[config.mk]
export PLATFORM = sky130hd
export DESIGN_NAME = sl_tx_sequencer
export DESIGN_NICKNAME = d
export VERILOG_FILES = /design/src/rtl/sl_pkg.sv /design/src/rtl/sl_bit_timer.sv /design/src/rtl/sl_tx_sequencer.sv
export SDC_FILE = /design/constraint.sdc
export NUM_CORES = 1
export LEC_CHECK = 0
export CORE_MARGIN = 8
export CORE_UTILIZATION = 28
export CTS_CLUSTER_SIZE = 20
export DETAILED_ROUTE_END_ITERATION = 8
export PLACE_DENSITY_LB_ADDON = 0.3
export SLEW_MARGIN = 40
export SYNTH_ARGS = -nofsm -noshare
export SYNTH_HDL_FRONTEND = slang
export SYNTH_SLANG_ARGS = --single-unit
[constraint.sdc]
create_clock -name clk -period 5.4 [get_ports clk]
set_input_delay 1.08 -clock clk [delete_from_list [all_inputs] [get_ports clk]]
set_output_delay 1.08 -clock clk [all_outputs]
set_load 0.1 [all_outputs]
[src/rtl/sl_pkg.sv]
// sl_pkg: definitions shared by the SL transmitter, the SL receiver and the APB bridge.
//   sl_state_e             - line sequencer state encoding
//   CFG_*                  - bit positions in the per-word config register
//   STAT_*                 - bit positions in the status register
//   MIN_BITS / MAX_BITS    - legal data-bit quantity range
//   odd_parity(data, n)    - parity bit that makes the count of ones in data[n-1:0]+p odd
package sl_pkg;

  typedef enum logic [2:0] {
    ST_IDLE = 3'd0,
    ST_BIT  = 3'd1,
    ST_PAR  = 3'd2,
    ST_STOP = 3'd3,
    ST_GAP  = 3'd4
  } sl_state_e;

  // Config register fields: PCE is the parity-enable bit, BQ is the bit quantity.
  localparam int CFG_PCE = 0;
  localparam int CFG_BQL = 1;
  localparam int CFG_BQH = 6;

  // Status register bits.
  localparam int STAT_TX_READY = 0;
  localparam int STAT_BUSY     = 1;
  localparam int STAT_DONE     = 2;
  localparam int STAT_LEN_ERR  = 3;

  localparam int MIN_BITS = 8;
  localparam int MAX_BITS = 32;

  function automatic logic odd_parity(input logic [31:0] data, input logic [5:0] n);
    logic p;
    p = 1'b0;
    for (int i = 0; i < 32; i++) begin
      if (i < int'(n)) p = p ^ data[i];
    end
    return ~p;
  endfunction

endpackage

[src/rtl/sl_bit_timer.sv]
// sl_bit_timer: bit-period timer for the SL line.
//   k counts 0..BIT_CLKS-1 and wraps; clr forces the next k to 0 (holds it at 0 while idle).
//   Strobes describing the current k and the next k are provided so that a user can
//   register its line drive from next-cycle values without a combinational output path.
// Ports:
//   clk, rst_n       clock, synchronous active-low reset
//   clr              next k = 0
//   bit_end_o        current k == BIT_CLKS-1
//   pulse_low_nxt_o  next k < PULSE_CLKS (line should be low next cycle)
//   bit_end_nxt_o    next k == BIT_CLKS-1
module sl_bit_timer #(
  parameter int BIT_CLKS   = 16,
  parameter int PULSE_CLKS = 8
) (
  input  logic clk,
  input  logic rst_n,
  input  logic clr,
  output logic bit_end_o,
  output logic pulse_low_nxt_o,
  output logic bit_end_nxt_o
);

  localparam int KW = $clog2(BIT_CLKS);
  localparam logic [KW-1:0] K_LAST  = KW'(BIT_CLKS - 1);
  localparam logic [KW-1:0] K_PULSE = KW'(PULSE_CLKS);

  logic [KW-1:0] k_q;
  logic [KW-1:0] k_d;

  always_comb begin
    k_d = k_q + 1'b1;
    if (clr || (k_q == K_LAST)) k_d = '0;
  end

  assign bit_end_o       = (k_q == K_LAST);
  assign pulse_low_nxt_o = (k_d < K_PULSE);
  assign bit_end_nxt_o   = (k_d == K_LAST);

  always_ff @(posedge clk) begin
    if (!rst_n) k_q <= '0;
    else        k_q <= k_d;
  end

endmodule

[src/rtl/sl_tx_sequencer.sv]
// sl_tx_sequencer: SL two-wire serial transmitter.
//   Serialises 32-bit words LSB first as low pulses on SL0 (bit 0) / SL1 (bit 1),
//   followed by an optional odd-parity bit, a stop symbol (both lines low) and an
//   inter-word gap. A one-word holding buffer lets the next word be queued mid-word.
// Ports:
//   clk, rst_n                 clock, synchronous active-low reset
//   tx_en                      1 = new words may start
//   cfg_bit_cnt, cfg_parity_en per-word config, captured with the word
//   tx_data, tx_valid          word offer
//   tx_ready                   holding buffer empty (registered)
//   sl0_o, sl1_o               line drives, idle high, active low (registered)
//   busy                       word on the line, gap included
//   done                       1-cycle pulse on the last cycle of STOP
//   len_err                    1-cycle pulse: an accepted word had an illegal bit count
//   dbg_state                  current sequencer state
// Handshake: a word transfers on a rising clk edge where tx_valid=1 and tx_ready=1;
//   tx_ready does not depend on tx_valid, and an offer may be withdrawn freely.
module sl_tx_sequencer
  import sl_pkg::*;
#(
  parameter int BIT_CLKS   = 16,
  parameter int PULSE_CLKS = 8,
  parameter int GAP_BITS   = 4
) (
  input  logic        clk,
  input  logic        rst_n,
  input  logic        tx_en,
  input  logic [5:0]  cfg_bit_cnt,
  input  logic        cfg_parity_en,
  input  logic [31:0] tx_data,
  input  logic        tx_valid,
  output logic        tx_ready,
  output logic        sl0_o,
  output logic        sl1_o,
  output logic        busy,
  output logic        done,
  output logic        len_err,
  output sl_state_e   dbg_state
);

  localparam int GAP_CYC = GAP_BITS * BIT_CLKS;
  localparam int GW      = (GAP_CYC > 2) ? $clog2(GAP_CYC) : 1;
  localparam logic [GW-1:0] GAP_LAST = (GAP_CYC > 0) ? GW'(GAP_CYC - 1) : '0;

  sl_state_e   state_q, state_d;
  logic [31:0] shift_q, shift_d;
  logic [5:0]  bit_idx_q, bit_idx_d;
  logic [5:0]  bit_cnt_q, bit_cnt_d;
  logic        par_en_q, par_en_d;
  logic        par_bit_q, par_bit_d;
  logic [GW-1:0] gap_cnt_q, gap_cnt_d;

  logic        hold_full_q, hold_full_d;
  logic [31:0] hold_data_q, hold_data_d;
  logic [5:0]  hold_cnt_q, hold_cnt_d;
  logic        hold_par_q, hold_par_d;

  logic        bad_q, bad_d;
  logic        len_err_q, len_err_d;
  logic        tx_ready_q, tx_ready_d;
  logic        sl0_q, sl0_d;
  logic        sl1_q, sl1_d;
  logic        busy_q, busy_d;
  logic        done_q, done_d;

  logic        load;
  logic        can_start;
  logic        accept;
  logic        len_ok;
  logic        timer_clr;
  logic        bit_end;
  logic        pulse_low_nxt;
  logic        bit_end_nxt;

  // k is held at 0 while idle and restarted whenever a word is loaded, so each word
  // starts with a full pulse regardless of where the timer was during the gap.
  assign timer_clr = (state_d == ST_IDLE) || load;

  sl_bit_timer #(
    .BIT_CLKS  (BIT_CLKS),
    .PULSE_CLKS(PULSE_CLKS)
  ) u_timer (
    .clk            (clk),
    .rst_n          (rst_n),
    .clr            (timer_clr),
    .bit_end_o      (bit_end),
    .pulse_low_nxt_o(pulse_low_nxt),
    .bit_end_nxt_o  (bit_end_nxt)
  );

  assign can_start = hold_full_q && tx_en;
  assign accept    = tx_valid && tx_ready_q;
  assign len_ok    = (cfg_bit_cnt >= 6'(MIN_BITS)) && (cfg_bit_cnt <= 6'(MAX_BITS));

  // Sequencer next state. A held word is loaded straight from the end of GAP (or STOP
  // when there is no gap) so back-to-back words see exactly the gap and nothing more.
  always_comb begin
    state_d   = state_q;
    shift_d   = shift_q;
    bit_idx_d = bit_idx_q;
    bit_cnt_d = bit_cnt_q;
    par_en_d  = par_en_q;
    par_bit_d = par_bit_q;
    gap_cnt_d = gap_cnt_q;
    load      = 1'b0;
    case (state_q)
      ST_IDLE: begin
        if (can_start) load = 1'b1;
      end
      ST_BIT: begin
        if (bit_end) begin
          shift_d = shift_q >> 1;
          if (bit_idx_q == bit_cnt_q - 6'd1) begin
            state_d = par_en_q ? ST_PAR : ST_STOP;
          end else begin
            bit_idx_d = bit_idx_q + 6'd1;
          end
        end
      end
      ST_PAR: begin
        if (bit_end) state_d = ST_STOP;
      end
      ST_STOP: begin
        if (bit_end) begin
          if (GAP_CYC == 0) begin
            if (can_start) load = 1'b1;
            else           state_d = ST_IDLE;
          end else begin
            state_d   = ST_GAP;
            gap_cnt_d = '0;
          end
        end
      end
      ST_GAP: begin
        if (gap_cnt_q == GAP_LAST) begin
          if (can_start) load = 1'b1;
          else           state_d = ST_IDLE;
        end else begin
          gap_cnt_d = gap_cnt_q + 1'b1;
        end
      end
      default: state_d = ST_IDLE;
    endcase
    if (load) begin
      state_d   = ST_BIT;
      shift_d   = hold_data_q;
      bit_idx_d = '0;
      bit_cnt_d = hold_cnt_q;
      par_en_d  = hold_par_q;
      par_bit_d = odd_parity(hold_data_q, hold_cnt_q);
    end
  end

  // Holding buffer. Load and accept never coincide: tx_ready is low while the buffer is full.
  always_comb begin
    hold_full_d = hold_full_q;
    hold_data_d = hold_data_q;
    hold_cnt_d  = hold_cnt_q;
    hold_par_d  = hold_par_q;
    bad_d       = 1'b0;
    if (load) hold_full_d = 1'b0;
    if (accept) begin
      if (len_ok) begin
        hold_full_d = 1'b1;
        hold_data_d = tx_data;
        hold_cnt_d  = cfg_bit_cnt;
        hold_par_d  = cfg_parity_en;
      end else begin
        bad_d = 1'b1;
      end
    end
  end

  // Registered outputs, computed from next-cycle state and next-cycle k.
  always_comb begin
    sl0_d      = 1'b1;
    sl1_d      = 1'b1;
    busy_d     = (state_d != ST_IDLE);
    done_d     = (state_d == ST_STOP) && bit_end_nxt;
    tx_ready_d = !hold_full_d;
    len_err_d  = bad_q;
    if (pulse_low_nxt) begin
      case (state_d)
        ST_BIT: begin
          if (shift_d[0]) sl1_d = 1'b0;
          else            sl0_d = 1'b0;
        end
        ST_PAR: begin
          if (par_bit_d) sl1_d = 1'b0;
          else           sl0_d = 1'b0;
        end
        ST_STOP: begin
          sl0_d = 1'b0;
          sl1_d = 1'b0;
        end
        default: ;
      endcase
    end
  end

  always_ff @(posedge clk) begin
    if (!rst_n) begin
      state_q     <= ST_IDLE;
      shift_q     <= '0;
      bit_idx_q   <= '0;
      bit_cnt_q   <= '0;
      par_en_q    <= 1'b0;
      par_bit_q   <= 1'b0;
      gap_cnt_q   <= '0;
      hold_full_q <= 1'b0;
      hold_data_q <= '0;
      hold_cnt_q  <= '0;
      hold_par_q  <= 1'b0;
      bad_q       <= 1'b0;
      len_err_q   <= 1'b0;
      tx_ready_q  <= 1'b1;
      sl0_q       <= 1'b1;
      sl1_q       <= 1'b1;
      busy_q      <= 1'b0;
      done_q      <= 1'b0;
    end else begin
      state_q     <= state_d;
      shift_q     <= shift_d;
      bit_idx_q   <= bit_idx_d;
      bit_cnt_q   <= bit_cnt_d;
      par_en_q    <= par_en_d;
      par_bit_q   <= par_bit_d;
      gap_cnt_q   <= gap_cnt_d;
      hold_full_q <= hold_full_d;
      hold_data_q <= hold_data_d;
      hold_cnt_q  <= hold_cnt_d;
      hold_par_q  <= hold_par_d;
      bad_q       <= bad_d;
      len_err_q   <= len_err_d;
      tx_ready_q  <= tx_ready_d;
      sl0_q       <= sl0_d;
      sl1_q       <= sl1_d;
      busy_q      <= busy_d;
      done_q      <= done_d;
    end
  end

  assign tx_ready  = tx_ready_q;
  assign sl0_o     = sl0_q;
  assign sl1_o     = sl1_q;
  assign busy      = busy_q;
  assign done      = done_q;
  assign len_err   = len_err_q;
  assign dbg_state = state_q;

endmodule

# Word-level counts from Yosys, hierarchy flattened
# Index checks and enable logic that the tools add are counted.
# W data, S select, Z words.
# totals
ff_bits,106
latchBits,0
ramBits,0
mem_bits_ro,0
input_bits,43
wordCells,220
n_memories,0
# op_classes
addsub,4
n_mul,0
div_mod_pow,0
order_cmp,35
n_eq_ne,13
shift,0
n_mux,94
n_bitwise,34
reduce_logical,20
# ops
op,count
$lt A5 B6 Y1 const A,16
$mux W32,3
$mux W1,76
$lt A4 B6 Y1 const A,8
$xor A1 B1 Y1,31
$lt A3 B6 Y1 const A,4
$mux W3,7
$pmux W3 S5,1
$add A6 B1 Y6 const B,2
$eq A3 B2 Y1 const B,4
$lt A1 B6 Y1 const A,2
$lt A2 B6 Y1 const A,2
$mux W6,2
$pmux W6 S2,1
$eq A4 B4 Y1 const B,2
$reduce_and A2 Y1,4
$eq A3 B1 Y1 const B,2
$eq A6 B6 Y1,1
$eq A6 B6 Y1 const B,1
$ge A6 B4 Y1 const B,1
$le A6 B6 Y1 const B,1
$logic_not A3 Y1,2
$pmux W1 S3,2
$reduce_and A3 Y1,2
other kinds (14),23

# Logic depth before layout (Yosys ltp)
# Gate-level depths: netlist of the first run.
# depth
depth_word,102
mapped_depth,10

# Cells and area by module
# From an unflattened synthesis of the first run, not the netlist that was laid out.
# unflattened
cells_unflattened,626
hier_area_um2,5372.7
# by_module_without_submodules
module,n_inst,cells_per_inst,area_per_inst_um2
sl_tx_sequencer,1,605,5173.7
sl_bit_timer,1,21,198.9

# Least setup slack after synthesis of the first run
# OpenSTA, ideal clock, no wires.
# synth_timing
kind,reg2reg
start,register state_q[2] (netlist: dbg_state[2])
end,register gap_cnt_q[5]
t_arrival_ns,2.536
required_ns,5.330
slack_ns,2.794
stages_incl_launch_ff,7
path_buffers,0
synth_period_minus_slack_ns,2.606
path_cell_list,dfxtp_1 > o21ai_0 > nor3_1 > nand2b_1 > nand4_1 > or3_1 > a21oi_1
# synth_via
elab_chain_len,3
elab_cells_between_ends,7
cone_classes,eq/ne: 4; mux: 1; reduce/logical: 2
# synth_rtl
element,line,source
start: declaration,sl_tx_sequencer.sv:45,"sl_state_e state_q, state_d;"
start signal: assignment,sl_tx_sequencer.sv:222,state_q <= state_d;
$eq A3 B3 Y1 or $eq A3 B2 Y1 (tied branches),sl_tx_sequencer.sv:106,case (state_q)
$ne A2 B2 Y1 (no source line) or $reduce_bool A2 Y1 (tied branches),--,
$reduce_and A3 Y1 (no source line),--,
end signal: assignment,sl_tx_sequencer.sv:228,gap_cnt_q <= gap_cnt_d;
end: declaration,sl_tx_sequencer.sv:51,"logic [GW-1:0] gap_cnt_q, gap_cnt_d;"
# Several ways; a longest one is shown, not always the timed one.
# A chain may end at the register's enable or synchronous reset.

# Final worst setup path of the first run
# layout_timing
start,register hold_cnt_q[0]
end,register par_bit_q
# layout_via
elab_chain_len,98
elab_cells_between_ends,129
cone_classes,order compare: 32; mux: 65; bitwise: 32
# layout_rtl
element,line,source
start: declaration,sl_tx_sequencer.sv:55,"logic [5:0] hold_cnt_q, hold_cnt_d;"
start signal: assignment,sl_tx_sequencer.sv:231,hold_cnt_q <= hold_cnt_d;
$lt A1 B6 Y1,sl_pkg.sv:35,if (i < int'(n)) p = p ^ data[i];
$mux W1,sl_pkg.sv:35,
$mux W1,sl_tx_sequencer.sv:144,if (load) begin
$xor A1 B1 Y1,sl_pkg.sv:35,
$mux W1,sl_pkg.sv:35,
$mux W1,sl_tx_sequencer.sv:144,
$xor A1 B1 Y1,sl_pkg.sv:35,
$mux W1,sl_pkg.sv:35,
[... 82 more ...],--,
$xor A1 B1 Y1,sl_pkg.sv:35,
$mux W1,sl_pkg.sv:35,
$mux W1,sl_tx_sequencer.sv:144,
$xor A1 B1 Y1,sl_pkg.sv:35,
$mux W1 (*),sl_pkg.sv:35,
$mux W1 (*),sl_tx_sequencer.sv:144,
$not A1 Y1 (*),sl_pkg.sv:37,return ~p;
$mux W1 (*),sl_tx_sequencer.sv:144,
end signal: assignment,sl_tx_sequencer.sv:227,par_bit_q <= par_bit_d;
end: declaration,sl_tx_sequencer.sv:50,"logic par_bit_q, par_bit_d;"
# Every way passes the cells marked *; elsewhere a longest branch is shown, timed or not. The select of a mux whose other input is x is not followed.

==> results of run 1 <==
registers in the layout, indices dropped and copies added, names as in the netlist, 3 cells and up:
signal,count
hold_data_q,32
shift_q,32
bit_cnt_q,6
bit_idx_q,6
gap_cnt_q,6
hold_cnt_q,6
u_timer.k_q,4
dbg_state,3
how the worst min path moves through the flow:
stage	from	to	slack, ps
floorplan	bad_q	len_err	410
global placement	bad_q	len_err	420
detailed placement	bad_q	len_err	420
CTS	bad_q	len_err	440
global route	bad_q	len_err	450
finish	bad_q	len_err	430
worst max-delay path: stages (launching register included):
cell and delay [ps]:
dfxtp_1 820, nand2_1 250, a311oi_2 340, xor2_1 190
xnor3_1 450, xnor3_1 370, xnor3_1 420, nand2_1 90
a21boi_2 140
per-stage QoR:
step / area, um^2 / power (uW) / setup slack [ps]
after floorplan: 5389 / 972.7 / 2794
after global placement: 6040 / 1039 / 2040
after detailed placement: 6025 / 1040 / 2186
after CTS: 6354 / 1770 / 2151
after global routing: 6356 / 1825 / 2058
final: 6356 / 1746 / 2253
logic make-up after synthesis:
family          synth area share (%)
simple gates                   19.90
compound gates                 21.22
flops                          39.38
buf+inv                        4.365
xor+xnor                       7.128
mux                            6.687
fa+ha+maj                      1.323
layout make-up:
class	count	area (um^2)	share of cell area, %
multi-input combinational	467	3044	47.89
sequential	106	2125	33.43
timing repair buffer	56	520.5	8.189
tap	234	292.8	4.606
clock buffer	11	242.7	3.819
clock inverter	5	86.33	1.358
inverter	12	45.04	0.7087
power by group:
| part | switching, uW | internal (uW) |
|---|---|---|
| sequential | 34.5 | 810 |
| combinational | 91.9 | 82.6 |
| clock | 304 | 423 |
per-layer routing:
layer / global-route usage [%] / up-vias / wire length, um
met4: 3.406 / 0 / 176
met1: 13.38 / 1955 / 6040
met3: 2.981 / 12 / 446
li1: - / 2235 / -
met2: 17.40 / 59 / 5689
met5: 0 / - / 0
synth_stat cells, types with 3 or more instances:
cell        n  share of area [%]
xor2_1     14                2.3
mux2i_1    36                6.7
o311ai_0    4               0.65
nand2b_1    5               0.58
inv_1      12               0.84
buf_1       4               0.28
buf_2       5               0.46
and2_1      8               0.93
ha_1        4               0.93
o221ai_1    4               0.65
o21ai_0    13                1.2
nor3_1      5               0.46
o21a_1      4               0.56
dfxtp_1   106                 39
xnor2_1    17                2.8
o211a_1    30                5.6
nand3_1    14                1.3
nor3b_1     3               0.42
nand4_1     7               0.81
or3_1       3               0.35
nor2b_1     3               0.35
or2_2       4               0.46
a31oi_1     6               0.70
clkbuf_1   32                2.2
a21boi_0   50                7.0
xnor3_1     5                2.1
a21oi_1    13                1.2
and3_1      3               0.35
nand2_1   154                 11
nor2_1     25                1.7
==> results.json, run 1 <==
{
  "layout.cells.non_filler": 891,
  "final_core_util_pct": 33.87,
  "synthCells": 629,
  "fin_skew_ps": 6.327,
  "viasPerCell": 4.782,
  "syn_area_um2": 5389,
  "clk_latency_ps": 360,
  "path_max_fanout": 19,
  "drt_iter0_drc": 227,
  "fin_crit_ps": 3147,
  "drive_gt1_share_pct": 7.002,
  "crit_type": "reg2reg",
  "grt_pass1_vias": 4063,
  "cts_sinks": 106,
  "dr.pass1.iters": 5,
  "cp-start-kind": "flop",
  "layout_common_cells": "nand2_1 (154), dfxtp_1 (104), a21boi_0 (50)",
  "grt_use_total_pct": 10.68,
  "grt_pass1_wl_mm": 20.72,
  "synth_cell_types": 57,
  "cts_tree": "done",
  "clock.fmax_mhz": 317.8,
  "io_buffers": 51,
  "grt_max_degree": 72,
  "endpoint_kind": "flop",
  "cts-hold-fix-buffers": 0,
  "clk_pin_slew_ps": 70,
  "async_flop_share_pct": 0,
  "required_ps": 5700,
  "drc": 0,
  "gr-total-overflow": 0,
  "cts-resized-gates": 0,
  "leakage_uw": 0.002826,
  "max-cap-violations": 0,
  "cts_root_buf": "clkbuf_16",
  "vias": 4261,
  "reg2reg_slack_ps": 2250,
  "gp_congestion": 0.7581,
  "final.fill_count": 1994,
  "yosysWarnings": 0,
  "finalSetupViolCount": 0,
  "io_pins": 52,
  "synth_seq_cells": 106,
  "peakVddDrop_uv": 171.1,
  "rsz0062_at_grt": "false",
  "setup_tns_ps": 0,
  "hp-class": "reg2reg",
  "startpoint": "hold_cnt_q[0]",
  "reg2reg_depth": 8,
  "fin_crit_sh_pct": 58.28,
  "ys_seq_area_share_pct": 39.38,
  "diodes": 0,
  "final_nets": 699,
  "numPlacedInstances": 875,
  "rr_endpoint": "par_bit_q",
  "finalWirelength_mm": 12.35,
  "status": "complete, no violations",
  "grt_antenna_before_repair": 0,
  "dp_hpwl_mm": 8.441,
  "fin_hold_ws_ps": 434.3,
  "rows": 50,
  "min_path_cells": 1,
  "critPathCapture": "par_bit_q",
  "layout_commonest_cell": "nand2_1",
  "tightest_slew_ps": 794.1,
  "postCtsSetupBuffers": 0,
  "core_area_um2": 18770,
  "arrival_ps": 3440,
  "avgSynthCellArea_um2": 8.567,
  "drt.antenna.violating_nets": 0,
  "synth_edf_count": 0,
  "power.density_nw_per_um2": 274.7,
  "area_growth_pct": 17.95,
  "finalHoldViolations": 0,
  "htreeDepth": 3,
  "clk_path_buf_depth": 2,
  "synth_ff_type": "dfxtp_1",
  "numCtsBuffers": 9,
  "start_util_pct": 28.71,
  "drv_slew": 0,
  "synth_nets": 676,
  "avgRoutedWirePerCell_um": 13.86,
  "r2r_start": "hold_cnt_q[0]",
  "die_area_um2": 23940,
  "relSlewSlack_pct": 46.99,
  "fp.dieW_um": 154.7,
  "die_height_um": 154.7
}
No activity file was read; power rests on OpenSTA's default activity.
==> run 2, diff against run 1 <==
==> constraint.sdc (replaced) <==
create_clock -name clk -period 3.1 [get_ports clk]
set_input_delay 0.62 -clock clk [delete_from_list [all_inputs] [get_ports clk]]
set_output_delay 0.62 -clock clk [all_outputs]
set_load 0.1 [all_outputs]
==> results.json, run 2 (synthesis results as in run 1) <==
{
  "status": "complete, no violations",
  "arrival_ps": 2910,
  "cp-start-kind": "flop",
  "cts_tree": "done",
  "drv_slew": 0,
  "layout_common_cells": "nand2_1 (154), dfxtp_1 (106), a21boi_0 (50)",
  "io_pins": 52,
  "crit_type": "reg2reg",
  "leakage_uw": 0.002879,
  "die_height_um": 154.7,
  "die_area_um2": 23940,
  "start_util_pct": 28.71,
  "power.density_nw_per_um2": 448.0,
  "fp.dieW_um": 154.7,
  "path_max_fanout": 12,
  "finalSetupViolCount": 0,
  "gr-total-overflow": 0,
  "io_buffers": 51,
  "tightest_slew_ps": 590.3,
  "postCtsSetupBuffers": 0,
  "slowest_delay_ps": 580,
  "dr.pass1.iters": 4,
  "diodes": 0,
  "area_growth_pct": 19.15,
  "drc": 0,
  "postLayoutSetupSlackWorst_ps": 438.0,
  "drive_gt1_share_pct": 8.371,
  "top_regs": "hold_data_q x32, shift_q x32",
  "htreeDepth": 3,
  "core_area_um2": 18770,
  "dp_slack_ps": 457.7,
  "grt_max_degree": 73,
  "layout_commonest_cell": "nand2_1",
  "fin_crit_sh_pct": 85.87,
  "viasPerCell": 4.773,
  "drt.antenna.violating_nets": 0,
  "regArea_um2": 2122,
  "drt_iter0_drc": 164,
  "peakVddDrop_uv": 212.7,
  "multiInputGateArea_um2": 3044,
  "path_cells": "nand2_1, a311oi_2, xor2_1, xnor3_1, xnor3_1, xnor3_1, nand2_1, a21boi_2",
  "clock.fmax_mhz": 375.7,
  "grt_pass1_vias": 4206,
  "cts_sinks": 106,
  "grt_antenna_before_repair": 0,
  "relSlewSlack_pct": 59.63,
  "rows": 50,
  "grt_use_total_pct": 10.93,
  "finalHoldViolations": 0,
  "numCtsBuffers": 9,
  "setup_tns_ps": 0,
  "clk_path_buf_depth": 2,
  "grt_pass1_wl_mm": 21.34,
  "avgRoutedWirePerCell_um": 13.97,
  "finalWirelength_mm": 12.62,
  "endpoint_kind": "flop",
  "vias": 4310,
  "cts_root_buf": "clkbuf_16",
  "clk_latency_ps": 360,
  "slowest_stage": "dfxtp_1",
  "fin_skew_ps": 13.31,
  "final_nets": 711,
  "dp_hpwl_mm": 9.055,
  "cts-hold-fix-buffers": 0,
  "fin_crit_ps": 2662,
  "cts-resized-gates": 0,
  "required_ps": 3340,
  "clk_pin_slew_ps": 70,
  "hp-class": "reg2reg",
  "rsz0062_at_grt": "false",
  "final.fill_count": 1983,
  "crit_path_frequent_cell": "xnor3_1",
  "max-cap-violations": 0,
  "gp_congestion": 0.7961
}
-- run 2: path summary, 6_finish.rpt --
path	startpoint	end	slack (ps)	cells past startpoint
setup / recovery	hold_cnt_q[0]	par_bit_q	440	8
hold reg to reg	bad_q	len_err	440	1
hold / removal	bad_q	len_err	440	1
setup reg to reg	hold_cnt_q[0]	par_bit_q	440	8
-- run 2: area by class of cell --
class | count | area share (%)
Clock inverter | 5 | 0.6041
Clock buffer | 11 | 3.780
Tap cell | 234 | 4.560
Sequential cell | 106 | 33.05
Inverter | 12 | 0.7015
Multi-Input combinational cell | 467 | 47.41
Timing Repair Buffer | 68 | 9.899
-- run 2: through the flow --
stage	power [uW]	instances	util [%]	cell area [um^2]	hold WS [ps]
floorplan	1694	629	-	5389	411.9
global placement	1821	887	32.71	6140	415.1
detailed placement	1823	887	32.71	6140	426.3
CTS	2928	903	34.21	6421	443.6
global route	3026	903	34.21	6421	474.8
finish	2877	903	34.21	6421	442.4
-- run 2: power by group --
group / internal [uW] / total (uW) / leakage [uW] / switching (uW)
Clock: 572 / 1090 / 0.000136 / 518
Combinational: 153 / 323 / 0.00188 / 170
Sequential: 1410 / 1460 / 0.000860 / 53.0
-- run 2: critical path, delay by kind of cell, from the launching register on --
family	cells	cell delay [ps]
DFF	1	580
xor gates and xnor gates	4	1330
AOI/OAI and AO/OA	2	370
and+or+nand+nor	2	280
-- run 2: routing by layer --
metal / global-route usage (%) / part of all wire [%] / vias to the layer above
met4: 2.427 / 0.85 / 0
met5: 0 / 0 / -
li1: - / - / 2250
met3: 3.093 / 3.1 / 8
met2: 18.13 / 47 / 49
met1: 13.80 / 49 / 2003
==> run 3, diff against run 2 <==
--- a/config.mk
+++ b/config.mk
@@ -10,6 +10,7 @@
 export CTS_CLUSTER_SIZE = 20
 export DETAILED_ROUTE_END_ITERATION = 8
 export PLACE_DENSITY_LB_ADDON = 0.3
+export RECOVER_POWER = 50
 export SLEW_MARGIN = 40
 export SYNTH_ARGS = -nofsm -noshare
 export SYNTH_HDL_FRONTEND = slang
==> results.json, run 3 (synthesis results as in run 1) <==
{
  "diodes": 0,
  "die_area_um2": 23940,
  "core_area_um2": 18770,
  "drive_gt1_share_pct": 6.278,
  "io_buffers": 51,
  "cts_root_buf": "clkbuf_16",
  "finalWirelength_mm": 12.60,
  "slowest_stage": "dfxtp_1",
  "fin_crit_ps": 2665,
  "postCtsSetupBuffers": 0,
  "drt.antenna.violating_nets": 0,
  "internal_power_uw": 2131,
  "rsz0062_at_grt": "false",
  "cts_tree": "done",
  "rr_endpoint": "par_bit_q",
  "critPathCapture": "par_bit_q",
  "avgRoutedWirePerCell_um": 13.95,
  "top_regs": "hold_data_q x32, shift_q x32",
  "gp_congestion": 0.7961,
  "reg2reg_depth": 8,
  "area_growth_pct": 18.20,
  "sequentialPowerShare_pct": 51.0,
  "io_pins": 52,
  "reg2reg_slack_ps": 440,
  "fp.dieW_um": 154.7,
  "grt_max_degree": 73,
  "crit_path_frequent_cell": "xnor3_1",
  "pwr-share-comb_pct": 11.1,
  "viasPerCell": 4.776,
  "crit_type": "reg2reg",
  "cts-resized-gates": 0,
  "numPlacedInstances": 887,
  "die_height_um": 154.7,
  "r2r_start": "hold_cnt_q[0]",
  "drc": 0,
  "finalHoldViolations": 0,
  "htreeDepth": 3,
  "dp_hpwl_mm": 9.055,
  "tightest_slew_ps": 1182,
  "clk_pin_slew_ps": 70,
  "grt_use_total_pct": 10.93,
  "p_sw_share_pct": 25.76,
  "fin_crit_sh_pct": 85.95,
  "dr.pass1.iters": 4,
  "fin_skew_ps": 13.30,
  "grt_antenna_before_repair": 0,
  "vias": 4313,
  "arrival_ps": 2910,
  "layout.cells.non_filler": 903,
  "clk_latency_ps": 350,
  "hp-start": "bad_q",
  "drt_iter0_drc": 167,
  "cp-start-kind": "flop",
  "endpoint_kind": "flop",
  "relSlewSlack_pct": 21.51,
  "clk_path_buf_depth": 2,
  "status": "complete, no violations",
  "startpoint": "hold_cnt_q[0]",
  "path_max_fanout": 12,
  "p_clk_share_pct": 37.9,
  "final_nets": 711,
  "layout_commonest_cell": "nand2_1",
  "rows": 50,
  "start_util_pct": 28.71,
  "path_cells": "nand2_1, a311oi_2, xor2_1, xnor3_1, xnor3_1, xnor3_1, nand2_1, a21boi_2",
  "hp-class": "reg2reg",
  "finalSetupViolCount": 0,
  "final.fill_count": 1991,
  "cts-hold-fix-buffers": 0,
  "peakVddDrop_uv": 211.7,
  "slowest_delay_ps": 580,
  "power.density_nw_per_um2": 450.7,
  "numCtsBuffers": 9,
  "cts_sinks": 106,
  "layout_common_cells": "nand2_1 (154), dfxtp_1 (106), a21boi_0 (50)",
  "grt_pass1_vias": 4206,
  "grt_pass1_wl_mm": 21.34,
  "power.switching_uw": 739.6,
  "drv_slew": 0,
  "clock.fmax_mhz": 375.3,
  "max-cap-violations": 0,
  "leakage_uw": 0.002829,
  "fin_hold_ws_ps": 442.4,
  "setup_tns_ps": 0,
  "gr-total-overflow": 0,
  "required_ps": 3340
}
## run 3: final cells by class
cell class              instances  area, um^2  area share [%]
clock buffers                  11       242.7           3.811
flip-flops and latches        106        2122           33.31
well taps                     234       292.8           4.596
repair buffers                 68       589.3           9.252
multi-input cells             467        3039           47.71
inverters                      12       45.04          0.7071
clock inverters                 5       38.79          0.6089
## run 3: worst min path at each step
| stage | end | slack [ps] | cells past startpoint |
|---|---|---|---|
| 3_3_place_gp | len_err | 420 | 1 |
| 2_1_floorplan | len_err | 410 | 1 |
| 4_1_cts | len_err | 440 | 1 |
| 6_report | len_err | 440 | 1 |
| 5_1_grt | len_err | 470 | 1 |
| 3_5_place_dp | len_err | 430 | 1 |
## run 3: critical path, delay by kind of cell, from the launching register on
kind | cells | cell delay, ps
flip-flops | 1 | 580
XOR/XNOR | 4 | 1330
AO/OA/AOI/OAI | 2 | 370
AND/OR/NAND/NOR | 2 | 280
## run 3: stage by stage
stage	setup WS [ps]	utilization, %	power (uW)	area, um^2
4_1_cts	421.0	34.21	2928	6421
3_3_place_gp	501.3	32.71	1821	6140
3_5_place_dp	457.7	32.71	1823	6140
5_1_grt	309.2	33.94	3021	6370
2_1_floorplan	494.3	-	1694	5389
6_report	435.5	33.94	2871	6370
## run 3: routing by layer
layer | GRT usage, % | part of all wire (%)
met2 | 18.13 | 47
met4 | 2.427 | 0.85
met5 | 0 | 0
met3 | 3.093 | 4.4
met1 | 13.80 | 48
## run 3: power by group through the flow
| stage | clock network (uW) | registers (uW) | logic, uW |
|---|---|---|---|
| 2_1_floorplan | 0 | 1500 | 191 |
| 3_3_place_gp | 0 | 1500 | 326 |
| 3_5_place_dp | 0 | 1500 | 327 |
| 4_1_cts | 1130 | 1460 | 328 |
| 5_1_grt | 1190 | 1470 | 357 |
| 6_report | 1090 | 1460 | 318 |
